$ cat config.mk
export PLATFORM = sky130hd
export DESIGN_NAME = mm_access
export DESIGN_NICKNAME = d
export VERILOG_FILES = /design/src/rtl/mm_access_pkg.sv /design/src/rtl/mm_load_align.sv /design/src/rtl/mm_access.sv
export SDC_FILE = /design/constraint.sdc
export NUM_CORES = 1
export LEC_CHECK = 0
export ABC_CLOCK_PERIOD_IN_PS = 1900
export CAP_MARGIN = 20
export CORE_MARGIN = 3
export CORE_UTILIZATION = 37
export DETAILED_ROUTE_END_ITERATION = 7
export DONT_BUFFER_PORTS = 1
export GPL_TIMING_DRIVEN = 0
export PLACE_DENSITY_LB_ADDON = 0.05
export SLEW_MARGIN = 30
export SYNTH_ARGS = -nofsm -noshare
export SYNTH_HDL_FRONTEND = slang
export SYNTH_SLANG_ARGS = --single-unit
$ cat constraint.sdc
create_clock -name clk -period 1.9 [get_ports clk]
set_input_delay 0.285 -clock clk [delete_from_list [all_inputs] [get_ports clk]]
set_output_delay 0.285 -clock clk [all_outputs]
set_load 0.01 [all_outputs]
$ cat src/rtl/mm_access_pkg.sv
// Shared definitions for the memory-access stage: access sizes, FSM states and
// store-side lane helpers.
package mm_access_pkg;

    localparam logic [1:0] ACCESS_SZ_BYTE = 2'b00;
    localparam logic [1:0] ACCESS_SZ_HALF = 2'b01;
    localparam logic [1:0] ACCESS_SZ_WORD = 2'b10;

    typedef enum logic [1:0] {
        MMS_IDLE = 2'd0,
        MMS_REQ  = 2'd1,
        MMS_WAIT = 2'd2,
        MMS_DONE = 2'd3
    } mms_e;

    // The unused 2'b11 encoding behaves as a word access everywhere downstream.
    function automatic logic [1:0] norm_size(input logic [1:0] sz);
        return (sz == 2'b11) ? ACCESS_SZ_WORD : sz;
    endfunction

    function automatic logic [3:0] store_strobe(input logic [1:0] sz, input logic [1:0] lo);
        logic [3:0] strb;
        case (sz)
            ACCESS_SZ_BYTE: strb = 4'b0001 << lo;
            ACCESS_SZ_HALF: strb = 4'b0011 << {lo[1], 1'b0};
            default:        strb = 4'b1111;
        endcase
        return strb;
    endfunction

    function automatic logic [31:0] store_data(input logic [1:0] sz, input logic [31:0] wdata);
        logic [31:0] data;
        case (sz)
            ACCESS_SZ_BYTE: data = {4{wdata[7:0]}};
            ACCESS_SZ_HALF: data = {2{wdata[15:0]}};
            default:        data = wdata;
        endcase
        return data;
    endfunction

endpackage

$ cat src/rtl/mm_load_align.sv
// Combinational load-data alignment: picks the addressed byte/half lane out of
// the bus word and sign- or zero-extends it to 32 bits.
module mm_load_align
    import mm_access_pkg::*;
(
    input  logic [31:0] rdata,
    input  logic [1:0]  addr_lo,
    input  logic [1:0]  size,
    input  logic        zero_ext,
    output logic [31:0] value
);

    logic [7:0]  byte_lane;
    logic [15:0] half_lane;
    logic        fill;

    always_comb begin
        case (addr_lo)
            2'd0:    byte_lane = rdata[7:0];
            2'd1:    byte_lane = rdata[15:8];
            2'd2:    byte_lane = rdata[23:16];
            default: byte_lane = rdata[31:24];
        endcase
        half_lane = addr_lo[1] ? rdata[31:16] : rdata[15:0];

        fill = 1'b0;
        case (size)
            ACCESS_SZ_BYTE: begin
                fill  = ~zero_ext & byte_lane[7];
                value = {{24{fill}}, byte_lane};
            end
            ACCESS_SZ_HALF: begin
                fill  = ~zero_ext & half_lane[15];
                value = {{16{fill}}, half_lane};
            end
            default: value = rdata;
        endcase
    end

endmodule

$ cat src/rtl/mm_access.sv
// Memory-access stage controller: one instruction in flight, drives the
// req/addr_ok/data_ok data bus and hands the extended load result to writeback.
//
// state     | meaning
// ----------+---------------------------------------------------------------
// MMS_IDLE  | ready for a new instruction from EX
// MMS_REQ   | data_req asserted, waiting for addr_ok
// MMS_WAIT  | address accepted, waiting for data_ok (cancel set on flush)
// MMS_DONE  | out_valid asserted, waiting for out_ready
module mm_access
    import mm_access_pkg::*;
(
    input  logic        clk,
    input  logic        rst,
    input  logic        in_valid,
    output logic        in_ready,
    input  logic        mm_re,
    input  logic        mm_we,
    input  logic        mm_load_unsigned,
    input  logic [1:0]  mm_access_sz,
    input  logic [31:0] mm_addr,
    input  logic [31:0] mm_wdata,
    input  logic        ex_ale,
    input  logic        flush,
    output logic        out_valid,
    input  logic        out_ready,
    output logic [31:0] out_rdata,
    output logic        data_req,
    output logic        data_wr,
    output logic [1:0]  data_size,
    output logic [3:0]  data_wstrb,
    output logic [31:0] data_addr,
    output logic [31:0] data_wdata,
    input  logic        data_addr_ok,
    input  logic        data_data_ok,
    input  logic [31:0] data_rdata
);

    mms_e        state;
    logic        cancel;
    logic        ld_unsigned;
    logic        is_load;
    logic [31:0] load_value;
    logic [31:0] result;

    mm_load_align u_load_align (
        .rdata    (data_rdata),
        .addr_lo  (data_addr[1:0]),
        .size     (data_size),
        .zero_ext (ld_unsigned),
        .value    (load_value)
    );

    assign result = is_load ? load_value : 32'd0;

    always_ff @(posedge clk) begin
        if (rst) begin
            state       <= MMS_IDLE;
            in_ready    <= 1'b1;
            out_valid   <= 1'b0;
            out_rdata   <= 32'd0;
            data_req    <= 1'b0;
            data_wr     <= 1'b0;
            data_size   <= 2'd0;
            data_wstrb  <= 4'd0;
            data_addr   <= 32'd0;
            data_wdata  <= 32'd0;
            cancel      <= 1'b0;
            ld_unsigned <= 1'b0;
            is_load     <= 1'b0;
        end else begin
            case (state)
                MMS_IDLE: begin
                    if (in_valid) begin
                        data_addr   <= mm_addr;
                        data_size   <= norm_size(mm_access_sz);
                        data_wr     <= mm_we;
                        data_wstrb  <= mm_we ? store_strobe(norm_size(mm_access_sz), mm_addr[1:0]) : 4'd0;
                        data_wdata  <= store_data(norm_size(mm_access_sz), mm_wdata);
                        ld_unsigned <= mm_load_unsigned;
                        is_load     <= mm_re & ~mm_we;
                        out_rdata   <= 32'd0;
                        cancel      <= 1'b0;
                        if (flush) begin
                            state <= MMS_IDLE;
                        end else if ((mm_re | mm_we) && !ex_ale) begin
                            state    <= MMS_REQ;
                            data_req <= 1'b1;
                            in_ready <= 1'b0;
                        end else begin
                            state     <= MMS_DONE;
                            out_valid <= 1'b1;
                            in_ready  <= 1'b0;
                        end
                    end
                end

                MMS_REQ: begin
                    if (data_addr_ok) begin
                        data_req <= 1'b0;
                        if (data_data_ok) begin
                            if (flush) begin
                                state    <= MMS_IDLE;
                                in_ready <= 1'b1;
                            end else begin
                                state     <= MMS_DONE;
                                out_valid <= 1'b1;
                                out_rdata <= result;
                            end
                        end else begin
                            // Accepted in the same cycle as a flush: the response
                            // still has to be drained before going idle.
                            state  <= MMS_WAIT;
                            cancel <= flush;
                        end
                    end else if (flush) begin
                        state    <= MMS_IDLE;
                        data_req <= 1'b0;
                        in_ready <= 1'b1;
                    end
                end

                MMS_WAIT: begin
                    if (data_data_ok) begin
                        cancel <= 1'b0;
                        if (cancel || flush) begin
                            state    <= MMS_IDLE;
                            in_ready <= 1'b1;
                        end else begin
                            state     <= MMS_DONE;
                            out_valid <= 1'b1;
                            out_rdata <= result;
                        end
                    end else if (flush) begin
                        cancel <= 1'b1;
                    end
                end

                MMS_DONE: begin
                    if (flush || out_ready) begin
                        state     <= MMS_IDLE;
                        out_valid <= 1'b0;
                        in_ready  <= 1'b1;
                    end
                end

                default: begin
                    state    <= MMS_IDLE;
                    in_ready <= 1'b1;
                end
            endcase
        end
    end

endmodule

==> reports/results.tsv <==
stage	metric	value	unit
run_status	status	complete, but fails checks	
run_status	violations	setup timing	
cells_and_area	seq_area	2230	um^2
sta	maxSlewViolCount	0	
sta	fin_hold_ws	0.0599	ns
synthesis	synthCells	605	
clocking	cts_tree	done	
sta	rsz0062_at_grt	true	
sta	hold_viol_final	0	
cells_and_area	diodes	0	
clocking	cts_buffer_depth	2	
routing	first_pass_iters	5	
job	maxCapViolCount	0	
placed_design	globalplace.congestion	0.824	
pwr	ir_worst_vdd	0.435	mV
pwr	pwr-share-seq	44.2	%
clocking	cts_buffers	9	
routing	antenna_left	0	
placed_design	dpl.hpwl	12600	um
pwr	power.switching	1.99	mW
worst_setup_path	path_cells	inv_2 -> ha_2 -> buf_6 -> nor2_1 -> o211ai_1 -> nor4_4 -> buf_4 -> buf_8 -> a32o_1	
pwr	total_power	6.38	mW
clocking	cts_num_sinks	111	
clocking	clkTransAtPathRegs	0.07	ns
synthesis	synth_fp_nets	719	
die	die_area	15200	um^2
cells_and_area	layout_common_cells	nand2_1, dfxtp_1, a21oi_1	
die	coreArea	13300	um^2
routing	drt-total-wl	16700	um
cells_and_area	nNetsFinal	736	
cells_and_area	drive_gt1_share	10.8	%
grt	grt_pass1_vias	4391	
worst_setup_path	worstPathRequired	2.14	ns
worst_setup_path	slowest_stage	o211ai_1	
worst_setup_path	cp.buffers_inverters	4	
routing	initialDrtViolationCount	280	
pwr	clkPwrFrac	34.2	%
worst_setup_path	critPathMaxFanout	10	
die	dieHeight	123	um
grt	grt_max_degree	19	
pwr	p_leak	2.13	nW
synthesis	netlist_area	5100	um^2
synthesis	ys_ff_latch	111	
placed_design	numPortBuffers	0	
worst_setup_path	worstSetupEndpointType	flop	
worst_setup_path	crit_type	reg2reg	
routing	viasPerCell	5.65	
worst_setup_path	arrival	2.19	ns
grt	grt_pass1_wl	25100	um
placed_design	dp_slack	-0.426	ns
pwr	netSwitchingFraction	31.3	%
pwr	pwr-share-comb	21.6	%
synthesis	seq_area_frac_synth	43.6	%
sta	period_minus_slack	1.95	ns
cells_and_area	fillCellCount	1376	
sta	finClkSkew	0.00571	ns
sta	slew_headroom	55.3	%
routing	vias	4534	
clocking	htreeDepth	3	
synthesis	ys_types	48	
pwr	p_int	4.38	mW
grt	grt_usage	21.5	%
worst_setup_path	crit_path_start_kind	flop	
clocking	root_buffer	clkbuf_16	
die	die_x	123	um
routing	wl_per_cell	20.9	um
sta	max_freq	513	MHz
synthesis	synth_edf_count	0	
die	initial_core_util	38.2	%
die	rows	42	
pwr	power_density	1090	nW/um^2
cells_and_area	fin_cells	803	
synthesis	synth_ff_type	dfxtp_1	
die	io_pins	215	
grt	grt-ovfl-total	0	
synthesis	async_flop_share	0	%
sta	layout_setup_ws	-0.0493	ns
routing	drc_errors	0	
worst_setup_path	cp_top_family	compound AO/OA/AOI/OAI gates	
sta	finalCritPeriodShare	103	%
synthesis	synth_warnings	0	
clocking	clk_latency	0.35	ns
sta	worst_slew_pin_slew	0.668	ns
cells_and_area	mostFrequentLayoutCell	nand2_1	
cells_and_area	syn_to_final_growth	14.4	%
worst_setup_path	slowest_delay	0.44	ns
cells_and_area	multi_input_area	2680	um^2
synthesis	synth_area_per_cell	8.42	um^2
sta	setup_viol	25	
min_path	hp-class	in2reg	
placed_design	placed_cells	781	
grt	grt_antenna_before_repair	0	
[power by group through the flow]
| stage | registers (mW) | logic (mW) | clock network (mW) |
|---|---|---|---|
| after floorplan | 2.80 | 0.971 | 0 |
| after global placement | 2.87 | 1.25 | 0 |
| after detailed placement | 2.87 | 1.27 | 0 |
| after CTS | 2.82 | 1.34 | 2.24 |
| after global routing | 2.85 | 1.55 | 2.33 |
| final | 2.82 | 1.38 | 2.18 |
[flip-flops by register name, summed over array words and instances, names as in the netlist]
signal       flops
state            2
in_ready         1
data_req         1
ld_unsigned      1
data_wdata      32
data_addr       32
is_load          1
cancel           1
data_wstrb       4
out_rdata       32
data_wr          1
data_size        2
out_valid        1
[cells in the mapped netlist, types with 2 or more instances]
library cell	instances	area share [%]
nand2_1	127	9.4
o22ai_1	2	0.25
nor2_1	31	2.3
inv_1	9	0.66
a21o_1	3	0.44
a21oi_1	65	6.4
and2_1	2	0.25
a22o_1	8	1.4
a311oi_1	9	1.5
buf_2	13	1.3
dfxtp_1	111	44
nor3b_1	2	0.29
a22oi_1	2	0.29
nand2b_1	31	3.8
a211oi_1	9	1.3
o31ai_1	3	0.44
a222oi_1	6	1.2
nand3_1	3	0.29
a32o_1	23	4.5
clkbuf_1	29	2.1
ha_1	5	1.2
nor2b_1	14	1.7
buf_1	5	0.37
o21ai_0	30	2.9
o211ai_1	9	1.3
mux2_2	2	0.44
a211o_1	2	0.34
mux2i_1	30	5.9
[cell type report]
type                            count  share of cell area [%]
Inverter                            9                   0.579
Clock buffer                        9                    3.86
Tap cell                          176                    3.78
Clock inverter                      7                    2.06
Timing Repair Buffer                8                    1.03
Sequential cell                   111                    38.2
Multi-Input combinational cell    436                    46.0
Buffer                             47                    4.51
[path summary, 6_finish.rpt]
check                 from             to  slack, ns  cells after the start
min            mm_addr[13]  data_addr[13]       0.06                      2
min reg2reg  data_addr[27]  data_addr[27]       0.51                      2
max               state[1]  out_rdata[10]      -0.05                      9
max reg2reg       state[1]  out_rdata[10]      -0.05                      9
[timing repair]
action / in CTS / in global routing
hold buffers: 0 / 0
gates resized for setup: 30 / 11
pin swaps: 4 / 2
setup endpoints to repair: 106 / 102
setup buffers: 5 / 5
[per-layer routing]
metal / global-route usage [%] / routed length (um)
met1: 27.0 / 6900
met2: 33.3 / 7850
met3: 8.92 / 1670
met4: 7.54 / 333
met5: 0 / 0
[through the flow]
stage                     TNS, ns  instance area [um^2]  util, %
after global routing        -3.56                  5830     43.7
after floorplan                 0                  5100        -
after CTS                  -0.994                  5780     43.3
after global placement     -25.05                  5320     39.8
final                      -0.819                  5830     43.7
after detailed placement   -31.03                  5320     39.9
[logic make-up after synthesis]
kind of cell	Yosys count	synth area share [%]
and+or+nand+nor	217	19.3
AOI/OAI and AO/OA	182	24.6
DFF	111	43.6
buffers and inverters	58	4.96
muxes	32	6.33
adders and majority gates	5	1.23
Note: power is estimated with default switching activity, not from simulation.
